### config.mk
export PLATFORM = sky130hd
export DESIGN_NAME = adf4351_spi_writer
export DESIGN_NICKNAME = d
export VERILOG_FILES = /design/src/rtl/adf4351_spi_writer.sv
export SDC_FILE = /design/constraint.sdc
export NUM_CORES = 1
export LEC_CHECK = 0
export CORE_MARGIN = 2
export CORE_UTILIZATION = 45
export DETAILED_ROUTE_END_ITERATION = 8
export GPL_TIMING_DRIVEN = 0
export HOLD_SLACK_MARGIN = 0.08
export PLACE_DENSITY = 0.69
export SYNTH_ARGS = -nofsm -noshare
export SYNTH_HDL_FRONTEND = slang
export SYNTH_SLANG_ARGS = --single-unit
### constraint.sdc
create_clock -name CLK -period 3.2 [get_ports CLK]
set_input_delay 0.64 -clock CLK [delete_from_list [all_inputs] [get_ports CLK]]
set_output_delay 0.64 -clock CLK [all_outputs]
set_load 0.05 [all_outputs]
### src/rtl/adf4351_spi_writer.sv
// ADF4351 3-wire register writer: shifts R5..R0 (full init) or R4,R0 (retune)
// MSB first with an LE pulse after each word; a START while busy is queued once.
module adf4351_spi_writer #(
  parameter int unsigned CLK_DIV = 4,
  parameter logic [31:0] R5_VAL  = 32'h00580005,
  parameter logic [31:0] R3_VAL  = 32'h000004B3,
  parameter logic [31:0] R2_VAL  = 32'h00004E42,
  parameter logic [31:0] R1_VAL  = 32'h08008011
) (
  input  logic        CLK,
  input  logic        RST,
  input  logic        START,
  input  logic        WR_ALL,
  input  logic [31:0] R0_IN,
  input  logic [31:0] R4_IN,
  output logic        ADF_CLK,
  output logic        ADF_DATA,
  output logic        ADF_LE,
  output logic        BUSY,
  output logic        DONE
);

  localparam int unsigned      DIV_W    = (CLK_DIV > 1) ? $clog2(CLK_DIV) : 1;
  localparam logic [DIV_W-1:0] DIV_LAST = DIV_W'(CLK_DIV - 1);

  typedef enum logic [2:0] {
    IDLE   = 3'd0,
    BIT_LO = 3'd1,
    BIT_HI = 3'd2,
    LATCH  = 3'd3,
    GAP    = 3'd4
  } state_t;

  state_t           state_q, state_d;
  logic [DIV_W-1:0] div_q, div_d;
  logic [4:0]       bit_q, bit_d;
  logic [2:0]       word_q, word_d;
  logic [31:0]      r0_q, r0_d, r4_q, r4_d;
  logic             all_q, all_d;
  logic             pending_q, pending_d;
  logic             clk_q, clk_d, data_q, data_d, le_q, le_d, busy_q, busy_d, done_q, done_d;
  logic             div_end_s;
  logic [2:0]       last_word_s;
  logic [31:0]      cur_word_s;

  // Transmission order: full init is R5,R4,R3,R2,R1,R0; retune is R4,R0.
  function automatic logic [31:0] word_sel(input logic [2:0] idx, input logic all,
                                           input logic [31:0] r0, input logic [31:0] r4);
    logic [31:0] w;
    if (all) begin
      case (idx)
        3'd0:    w = R5_VAL;
        3'd1:    w = r4;
        3'd2:    w = R3_VAL;
        3'd3:    w = R2_VAL;
        3'd4:    w = R1_VAL;
        default: w = r0;
      endcase
    end else begin
      case (idx)
        3'd0:    w = r4;
        default: w = r0;
      endcase
    end
    return w;
  endfunction

  assign div_end_s   = (div_q == DIV_LAST);
  assign last_word_s = all_q ? 3'd5 : 3'd1;

  always_ff @(posedge CLK or negedge RST) begin
    if (!RST) begin
      state_q   <= IDLE;
      div_q     <= '0;
      bit_q     <= 5'd0;
      word_q    <= 3'd0;
      r0_q      <= 32'd0;
      r4_q      <= 32'd0;
      all_q     <= 1'b0;
      pending_q <= 1'b0;
      clk_q     <= 1'b0;
      data_q    <= 1'b0;
      le_q      <= 1'b0;
      busy_q    <= 1'b0;
      done_q    <= 1'b0;
    end else begin
      state_q   <= state_d;
      div_q     <= div_d;
      bit_q     <= bit_d;
      word_q    <= word_d;
      r0_q      <= r0_d;
      r4_q      <= r4_d;
      all_q     <= all_d;
      pending_q <= pending_d;
      clk_q     <= clk_d;
      data_q    <= data_d;
      le_q      <= le_d;
      busy_q    <= busy_d;
      done_q    <= done_d;
    end
  end

  always_comb begin
    state_d   = state_q;
    div_d     = div_q;
    bit_d     = bit_q;
    word_d    = word_q;
    r0_d      = r0_q;
    r4_d      = r4_q;
    all_d     = all_q;
    pending_d = pending_q;
    if (state_q != IDLE && START) begin
      pending_d = 1'b1;
    end else begin
      pending_d = pending_q;
    end
    case (state_q)
      IDLE: begin
        if (START || pending_q) begin
          state_d   = BIT_LO;
          div_d     = '0;
          bit_d     = 5'd31;
          word_d    = 3'd0;
          r0_d      = R0_IN;
          r4_d      = R4_IN;
          all_d     = WR_ALL;
          pending_d = 1'b0;
        end else begin
          state_d = IDLE;
        end
      end
      BIT_LO: begin
        if (div_end_s) begin
          div_d   = '0;
          state_d = BIT_HI;
        end else begin
          div_d = div_q + 1'b1;
        end
      end
      BIT_HI: begin
        if (div_end_s) begin
          div_d = '0;
          if (bit_q != 5'd0) begin
            bit_d   = bit_q - 5'd1;
            state_d = BIT_LO;
          end else begin
            state_d = LATCH;
          end
        end else begin
          div_d = div_q + 1'b1;
        end
      end
      LATCH: begin
        if (div_end_s) begin
          div_d   = '0;
          state_d = GAP;
        end else begin
          div_d = div_q + 1'b1;
        end
      end
      GAP: begin
        if (div_end_s) begin
          div_d = '0;
          if (word_q != last_word_s) begin
            word_d  = word_q + 3'd1;
            bit_d   = 5'd31;
            state_d = BIT_LO;
          end else begin
            state_d = IDLE;
          end
        end else begin
          div_d = div_q + 1'b1;
        end
      end
      default: state_d = IDLE;
    endcase
  end

  // Pin values are derived from the next state so every pin comes straight from a flop.
  always_comb begin
    cur_word_s = word_sel(word_d, all_d, r0_d, r4_d);
    clk_d      = (state_d == BIT_HI);
    le_d       = (state_d == LATCH);
    busy_d     = (state_d != IDLE);
    done_d     = (state_q == GAP) && (state_d == IDLE);
    if (state_d == BIT_LO || state_d == BIT_HI) begin
      data_d = cur_word_s[bit_d];
    end else begin
      data_d = 1'b0;
    end
  end

  assign ADF_CLK  = clk_q;
  assign ADF_DATA = data_q;
  assign ADF_LE   = le_q;
  assign BUSY     = busy_q;
  assign DONE     = done_q;

endmodule

==> results of run 1 <==
## cell usage after synthesis, types with 8 or more instances
cell type and instances:
inv_1 20, mux2_2 18, a21oi_1 25, nand3_1 14, o211ai_1 10, nand2_1 145, a31oi_1 8, mux2i_1 16
nor2_1 23, dfrtp_1 84, clkbuf_1 9, buf_2 10, o21ai_0 19
## power groups by stage
| stage | clock network [µW] | registers [µW] | logic (µW) |
|---|---|---|---|
| 6_report | 769 | 1120 | 253 |
| 5_1_grt | 825 | 1120 | 276 |
| 4_1_cts | 785 | 1120 | 246 |
| 3_5_place_dp | 0 | 1140 | 238 |
| 3_3_place_gp | 0 | 1140 | 232 |
| 2_1_floorplan | 0 | 1140 | 93.3 |
## path summary, 6_finish.rpt
check / start / end / slack, ps / cells after the start
setup reg to reg: div_q[0] / ADF_DATA / 8 / 13
max in group asynchronous: RST / r4_q[14] / 2340 / 2
setup / recovery: div_q[0] / ADF_DATA / 8 / 13
hold / removal: RST / r4_q[29] / 240 / 1
hold reg to reg: r0_q[1] / r0_q[1] / 480 / 2
min in group CLK: r0_q[1] / r0_q[1] / 480 / 2
## registers in the layout, indices dropped and copies added, names as in the netlist, 2 cells and up
name     cells
word_q       3
state_q      3
r4_q        32
bit_q        5
r0_q        32
div_q        2
## per-stage QoR
stage          hold slack (ps)  cell area, µm²  total power (µW)  cells
3_3_place_gp               453            5530              1370    720
3_5_place_dp               456            5540              1380    721
5_1_grt                    297            5970              2220    746
4_1_cts                    261            5830              2150    742
6_report                   241            5970              2140    746
2_1_floorplan              344            4640              1230    512
## cell type report
cell class              instances  area (µm²)
fillers                       929        4170
repair buffers                 83         826
clock inverters                 4        48.8
well taps                     136         170
clock buffers                  12         145
inverters                      25         103
flip-flops and latches         84        2100
plain buffers                  26         171
multi-input cells             376        2400
## layer usage
metal | vias up | GRT usage | routed length [µm]
met4 | 0 | 0.103 | 316
met5 | - | 0 | 0
met1 | 2036 | 0.343 | 5970
li1 | 1995 | - | -
met3 | 29 | 0.0309 | 683
met2 | 135 | 0.401 | 6330
## cells by family after synthesis
logic type / count (synthesis) / share of synthesized area
AOI/OAI and AO/OA: 118 / 0.186
xor gates and xnor gates: 2 / 0.00378
adders and majority gates: 4 / 0.0108
buffers and inverters: 52 / 0.0556
DFF: 84 / 0.453
muxes: 35 / 0.0815
and+or+nand+nor: 217 / 0.209
## timing repair
action                                  in CTS  in global routing
pin swaps                                    3                  6
buffers inserted                             6                  4
endpoints found under the setup margin       1                  1
gates resized for setup                     16                 22
## worst register-to-register path: stages, from the launching register on
cell and delay, ps:
dfrtp_1 370, ha_1 160, buf_6 110, and4bb_4 280, a21boi_4 220, mux2_4 330, buf_6 150, o32ai_4 330
buf_6 200, o211ai_4 80, a22oi_2 150, o211ai_1 150, a22o_1 250, nor4_4 300
==> results.yml, run 1 <==
synthesis:
  synth_top_cell_area_share: 0.453
  syn_avg_cell_area_um2: 9.05
  synth_fp_nets: 584
  netlist_area_mm2: 0.00464
  syn_inst: 512
  synth_top_cell_by_area: "dfrtp_1"
  yosys-top-cells-area: "dfrtp_1, nand2_1, mux2_2"
  ys.flop_type: "dfrtp_1"
  yosysWarnings: 0
  synth-async-reset-ratio: 1.00
  synth_cell_types: 72
  yosysSeqAreaShare: 0.453
  ys_seq_elements: 84
  synth_edf_count: 0
clock_network:
  cts_hold_buf: 0
  cts_tree: "yes"
  clk_latency_ps: 370
  clk_pin_slew_ps: 90
  cts_buffers: 9
  clockBufferDepth: 2
  root_buffer: "clkbuf_8"
  clkSinkCount: 84
  h-tree-depth: 3
timing:
  drv_slew: 0
  worstMarginPinSlew_ps: 571
  max_freq_mhz: 313
  hold_viol: 0
  period_needed_ps: 3190
  setup_tns_ps: 0
  rsz0062_at_grt: "yes"
  finalSetupViolCount: 0
  layout_setup_ws_ps: 7.78
  relSlewSlack: 0.608
  skew_ps: 7.53
  fin_crit_sh: 0.998
cells_and_area:
  drive_gt1_frac: 0.175
  final_common_cell: "nand2_1"
  nets: 677
  mostFrequentLayoutCells: "nand2_1, dfrtp_1, clkdlybuf4s50_1, a21oi_1"
  post-route-util: 0.589
  area_growth_pct: 28.8
  diodes: 0
setup_path:
  cp_common_cell: "buf_6"
  crit_chain: "ha_1 -> buf_6 -> and4bb_4 -> a21boi_4 -> mux2_4 -> buf_6 -> o32ai_4 -> buf_6 -> o211ai_4 -> a22oi_2 -> o211ai_1 -> a22o_1 -> nor4_4"
  cpLargestDelayFamily: "compound AO/OA/AOI/OAI gates"
  critPathKind: "reg2reg"
  crit_required_ps: 3470
  slowest_delay_ps: 370
  critPathMaxFanout: 10
  critPathLaunchType: "register"
  setup.worst_path.end_class: "register"
  crit_buf_inv: 3
  cp.arrival_ps: 3470
  slowest_stage: "dfrtp_1"
floorplan:
  rows: 37
  die-area_mm2: 0.0111
  chipHeight_um: 105
  start_util: 0.457
  pin_count: 73
  die_w_um: 105
  core_area_mm2: 0.0101
routing:
  drt_pass1_iterations: 4
  drc: 0
  finalWirelength_mm: 13.3
  drtIter0Drc: 271
  wl_per_cell_um: 17.8
  route.vias.total: 4195
  viasPerCell: 5.62
  antenna_left: 0
placement:
  dpl_worst_slack_ps: -1010
  hpwl_mm: 9.66
  place.gp.congestion: 0.908
  numPortBuffers: 72
power_and_ir_drop:
  power_frac_comb: 0.118
  powerDensity_mw_per_mm2: 358
  p_switching_uw: 521
  power_frac_seq: 0.522
  pwr-share-clk: 0.360
  switching_share: 0.244
  worst_ir_drop_vdd_mv: 0.237
  intPower_uw: 1620
  p_leak_uw: 0.00273
global_routing:
  grt_max_degree: 44
  antenna_found_initial: 0
  first_global_vias: 4110
  grt_usage: 0.250
  overflow: 0
  grt_pass1_wl_mm: 21.5
outcome:
  status: "complete, no violations"
hold_path:
  hold_class: "in2async"
job:
  maxCapViolCount: 0
Power figures use the tool's default switching activity.
==> run 2, diff against run 1 <==
CTS_CLUSTER_SIZE = 40   (was unset)
GPL_TIMING_DRIVEN = 1   (was 0)
SETUP_SLACK_MARGIN = 0.5   (was unset)
==> results.yml, run 2 (synthesis results as in run 1) <==
routing:
  drt_pass1_iterations: 4
  finalWirelength_mm: 14.4
  wl_per_cell_um: 17.5
  viasPerCell: 5.35
  drc: 0
  drtIter0Drc: 208
  route.vias.total: 4416
  antenna_left: 0
cells_and_area:
  drive_gt1_frac: 0.311
  fin_cells: 825
  mostFrequentLayoutCells: "nand2_1, buf_4, dfrtp_1, clkdlybuf4s50_1, a21oi_1"
  final_common_cell: "nand2_1"
  post-route-util: 0.680
  nets: 757
  area_growth_pct: 48.7
  fillCellCount: 808
  reg_top3: "r0_q (32), r4_q (32), bit_q (5)"
  diodes: 0
setup_path:
  setup.worst_path.end_class: "register"
  crit_required_ps: 3470
  critPathKind: "reg2reg"
  r2r_slack_ps: 320
  critPathLaunchType: "register"
  r2r_cells: 10
  crit_chain: "and4bb_4 -> a21boi_4 -> mux2_4 -> buf_6 -> o32a_4 -> o21a_1 -> a22oi_2 -> o211ai_1 -> a22o_1 -> nor4_2"
  crit_buf_inv: 1
  slowest_delay_ps: 450
  critPathMaxFanout: 4
  slowest_stage: "dfrtp_2"
  cp.arrival_ps: 3150
  cpLargestDelayFamily: "compound AO/OA/AOI/OAI gates"
  path_depth: 10
floorplan:
  die_w_um: 105
  rows: 37
  chipHeight_um: 105
  start_util: 0.457
  die-area_mm2: 0.0111
  core_area_mm2: 0.0101
  pin_count: 73
placement:
  place.gp.congestion: 0.948
  hpwl_mm: 10.4
  numPortBuffers: 72
  dp_cells: 774
global_routing:
  grt_max_degree: 85
  overflow: 0
  first_global_vias: 4488
  grt_usage: 0.268
  antenna_found_initial: 0
  grt_pass1_wl_mm: 23.1
job:
  maxCapViolCount: 0
timing:
  rsz0062_at_grt: "yes"
  setup_tns_ps: 0
  finalSetupViolCount: 0
  max_freq_mhz: 347
  drv_slew: 0
  skew_ps: 14.2
  worstMarginPinSlew_ps: 1060
  hold_viol: 0
  relSlewSlack: 0.291
  fin_crit_sh: 0.900
  period_needed_ps: 2880
clock_network:
  cts_buffers: 9
  root_buffer: "clkbuf_8"
  h-tree-depth: 3
  clkSinkCount: 84
  clk_latency_ps: 370
  cts_tree: "yes"
  clk_pin_slew_ps: 90
  clockBufferDepth: 2
power_and_ir_drop:
  powerDensity_mw_per_mm2: 326
  worst_ir_drop_vdd_mv: 0.251
  p_leak_uw: 0.00320
hold_path:
  hold_class: "in2async"
outcome:
  status: "complete, no violations"
[run 2: changes by cell type in the layout (fill, tap and decap cells not counted), sizes merged]
cell / change
clkinv: -2
clkbuf: -12
buf: +91
bufinv: +1
dlymetal6s2s: +1
clkdlybuf4s50: -1
clkinvlp: +1
[run 2: layout make-up]
type / count / area (µm²) / share of cell area
flip-flops and latches: 84 / 2100 / 0.305
well taps: 136 / 170 / 0.0247
clock buffers: 11 / 151 / 0.0220
inverters: 25 / 105 / 0.0152
clock inverters: 4 / 72.6 / 0.0105
multi-input cells: 376 / 2560 / 0.372
repair buffers: 189 / 1730 / 0.251
[run 2: path summary, 6_finish.rpt]
kind                            start    endpoint
setup / recovery           state_q[1]    ADF_DATA
hold / removal                    RST    r0_q[28]
setup reg to reg           state_q[1]    ADF_DATA
hold reg to reg              r0_q[15]    r0_q[15]
max in group asynchronous         RST  state_q[1]
min in group CLK             r0_q[15]    r0_q[15]
[run 2: per-stage QoR]
step	hold WS, ps	power, µW	area (µm²)	worst slack (ps)
floorplan	344	1230	4640	367
global placement	451	1390	6040	-174
detailed placement	457	1390	6040	-216
CTS	478	2250	6490	331
global route	499	2350	6900	230
finish	446	2250	6900	321
[run 2: timing repair]
action | CTS | global route
setup buffers | 14 | 21
resized for setup | 25 | 57
cloned | 1 | 0
setup endpoints to repair | 1 | 1
hold buffers | 0 | 0
pin swaps | 8 | 25
[run 2: worst reg2reg max path: stages (launching register included)]
cell and delay (ps):
dfrtp_2 450, and4bb_4 370, a21boi_4 230, mux2_4 370
buf_6 130, o32a_4 340, o21a_1 180, a22oi_2 130
o211ai_1 130, a22o_1 220, nor4_2 220
[run 2: routing by layer]
| metal | up-vias | track usage | share of wire |
|---|---|---|---|
| met5 | - | 0 | 0 |
| met4 | 0 | 0.0855 | 0.020 |
| met1 | 2128 | 0.358 | 0.45 |
| li1 | 2141 | - | - |
| met2 | 122 | 0.440 | 0.49 |
| met3 | 25 | 0.0507 | 0.045 |
[run 2: report_power, final]
group / internal, µW / switching (µW)
logic: 150 / 126
clock network: 477 / 382
registers: 1100 / 14.2
==> run 3, diff against run 2 <==
CORE_MARGIN = unset   (was 2)
CORE_UTILIZATION = 40   (was 45)
CTS_CLUSTER_DIAMETER = 60   (was unset)
PLACE_DENSITY = unset   (was 0.69)
==> results.yml, run 3 (synthesis results as in run 1) <==
cells_and_area:
  reg_top3: "r0_q (32), r4_q (32), bit_q (5)"
  final_common_cell: "nand2_1"
  area_growth_pct: 39.6
  final_area_mm2: 0.00647
  diodes: 0
  drive_gt1_frac: 0.236
  mostFrequentLayoutCells: "nand2_1, dfrtp_1, buf_4, clkdlybuf4s50_1, a21oi_1"
  nets: 729
routing:
  met1_length_mm: 6.49
  antenna_left: 0
  topRoutingLayerUsed: "met4"
  drt_pass1_iterations: 5
  route.met2.wl_mm: 6.78
  drtIter0Drc: 236
  drc: 0
  route.vias.total: 4350
  finalWirelength_mm: 14.2
  met3_wirelength_um: 705
  wl_per_cell_um: 17.8
  viasPerCell: 5.44
clock_network:
  cts_buffers: 9
  cts_hold_buf: 0
  clk_latency_ps: 340
  root_buffer: "clkbuf_16"
  clk_pin_slew_ps: 60
  clockBufferDepth: 2
  cts_tree: "yes"
  clkSinkCount: 84
  h-tree-depth: 3
job:
  maxCapViolCount: 0
timing:
  rsz0062_at_grt: "yes"
  relSlewSlack: 0.613
  drv_slew: 0
  finalSetupViolCount: 0
  skew_ps: 6.28
  hold_viol: 0
  period_needed_ps: 2990
  worstMarginPinSlew_ps: 581
  fin_hold_ws_ps: 287
  fin_crit_sh: 0.934
  max_freq_mhz: 335
global_routing:
  grt_usage: 0.252
  antenna_found_initial: 0
  grt_max_degree: 46
  grt_pass1_wl_mm: 22.1
  first_global_vias: 4215
  overflow: 0
floorplan:
  start_util: 0.418
  die-area_mm2: 0.0120
  core_area_mm2: 0.0111
  die_w_um: 110
  rows: 38
  pin_count: 73
  chipHeight_um: 110
setup_path:
  crit_end: "ADF_DATA"
  slowest_stage: "dfrtp_1"
  critPathLaunchType: "register"
  cp_common_cell: "buf_6"
  setup.worst_path.end_class: "register"
  r2r_slack_ps: 210
  critPathMaxFanout: 8
  crit_chain: "buf_6 -> and4bb_4 -> a21boi_4 -> mux2_4 -> o32ai_4 -> buf_12 -> buf_6 -> o211ai_4 -> a22oi_2 -> o211ai_1 -> a22o_1 -> nor4_1"
  critPathLaunch: "state_q[0]"
  critPathKind: "reg2reg"
  slowest_delay_ps: 400
  r2r_cells: 12
  reg2reg_from: "state_q[0]"
  cp.arrival_ps: 3230
  r2r_end: "ADF_DATA"
  crit_required_ps: 3440
placement:
  place.gp.congestion: 0.867
  numPortBuffers: 72
  hpwl_mm: 10.8
  placed_cell_area_mm2: 0.00602
outcome:
  status: "complete, no violations"
hold_path:
  hold_class: "in2async"
power_and_ir_drop:
  worst_ir_drop_vdd_mv: 0.315
  powerDensity_mw_per_mm2: 374
  p_leak_uw: 0.00303
  total_power_uw: 2420
==> run 3: cell count changes in the layout (fill, tap and decap cells not counted), sizes merged <==
| cell | change |
|---|---|
| bufinv | -1 |
| clkbuf | +1 |
| buf | -28 |
| clkdlybuf4s50 | +1 |
| clkinvlp | -2 |
| dlymetal6s2s | -1 |
| clkinv | +1 |
==> run 3: metrics by stage <==
| stage | worst slack [ps] | util | setup TNS [ps] | instances |
|---|---|---|---|---|
| 5_1_grt | 92.4 | 0.584 | 0 | 800 |
| 4_1_cts | 295 | 0.580 | 0 | 796 |
| 2_1_floorplan | 367 | - | 0 | 512 |
| 3_5_place_dp | -156 | 0.544 | -156 | 777 |
| 6_report | 211 | 0.584 | 0 | 800 |
| 3_3_place_gp | -125 | 0.544 | -125 | 777 |
==> run 3: repair_timing <==
action                                  4_1_cts  5_1_grt
buffers inserted                              4        4
gates resized for setup                      15        3
pin swaps                                     1        4
endpoints found under the hold margin         0        0
endpoints found under the setup margin        1        1
cloned                                        1        0
==> run 3: routing by layer <==
| metal | vias up | track usage |
|---|---|---|
| met5 | - | 0 |
| met4 | 0 | 0.0886 |
| met3 | 23 | 0.0385 |
| met2 | 139 | 0.417 |
| met1 | 2096 | 0.337 |
| li1 | 2092 | - |
==> run 3: worst min-delay path by stage <==
stage,from,endpoint,slack [ps],cells past startpoint
after detailed placement,r0_q[16],r0_q[16],460,2
final,RST,r4_q[21],290,1
after floorplan,RST,ADF_CLK,340,0
after global placement,r4_q[29],r4_q[29],450,2
after global routing,RST,r4_q[21],350,1
after CTS,RST,r4_q[21],310,1
==> run 3: layout make-up <==
cell class | count | area (µm²)
Fill cell | 1020 | 4610
Tap cell | 140 | 175
Multi-Input combinational cell | 376 | 2340
Sequential cell | 84 | 2100
Clock buffer | 12 | 256
Clock inverter | 2 | 35.0
Timing Repair Buffer | 161 | 1460
Inverter | 25 | 98.8
==> run 3: critical path: cells and delay by family (launching register included) <==
| family | cells | cell delay [ps] |
|---|---|---|
| AO/OA/AOI/OAI | 6 | 1090 |
| flip-flops | 1 | 400 |
| AND/OR/NAND/NOR | 2 | 630 |
| buffers and inverters | 3 | 410 |
| multiplexers | 1 | 370 |
==> run 3: power by group <==
group | switching [µW] | leakage (µW) | internal, µW | total (µW)
Sequential | 14.1 | 0.00106 | 1110 | 1120
Clock | 401 | 0.000145 | 637 | 1040
Combinational | 121 | 0.00183 | 144 | 265
Total | 536 | 0.00303 | 1890 | 2420
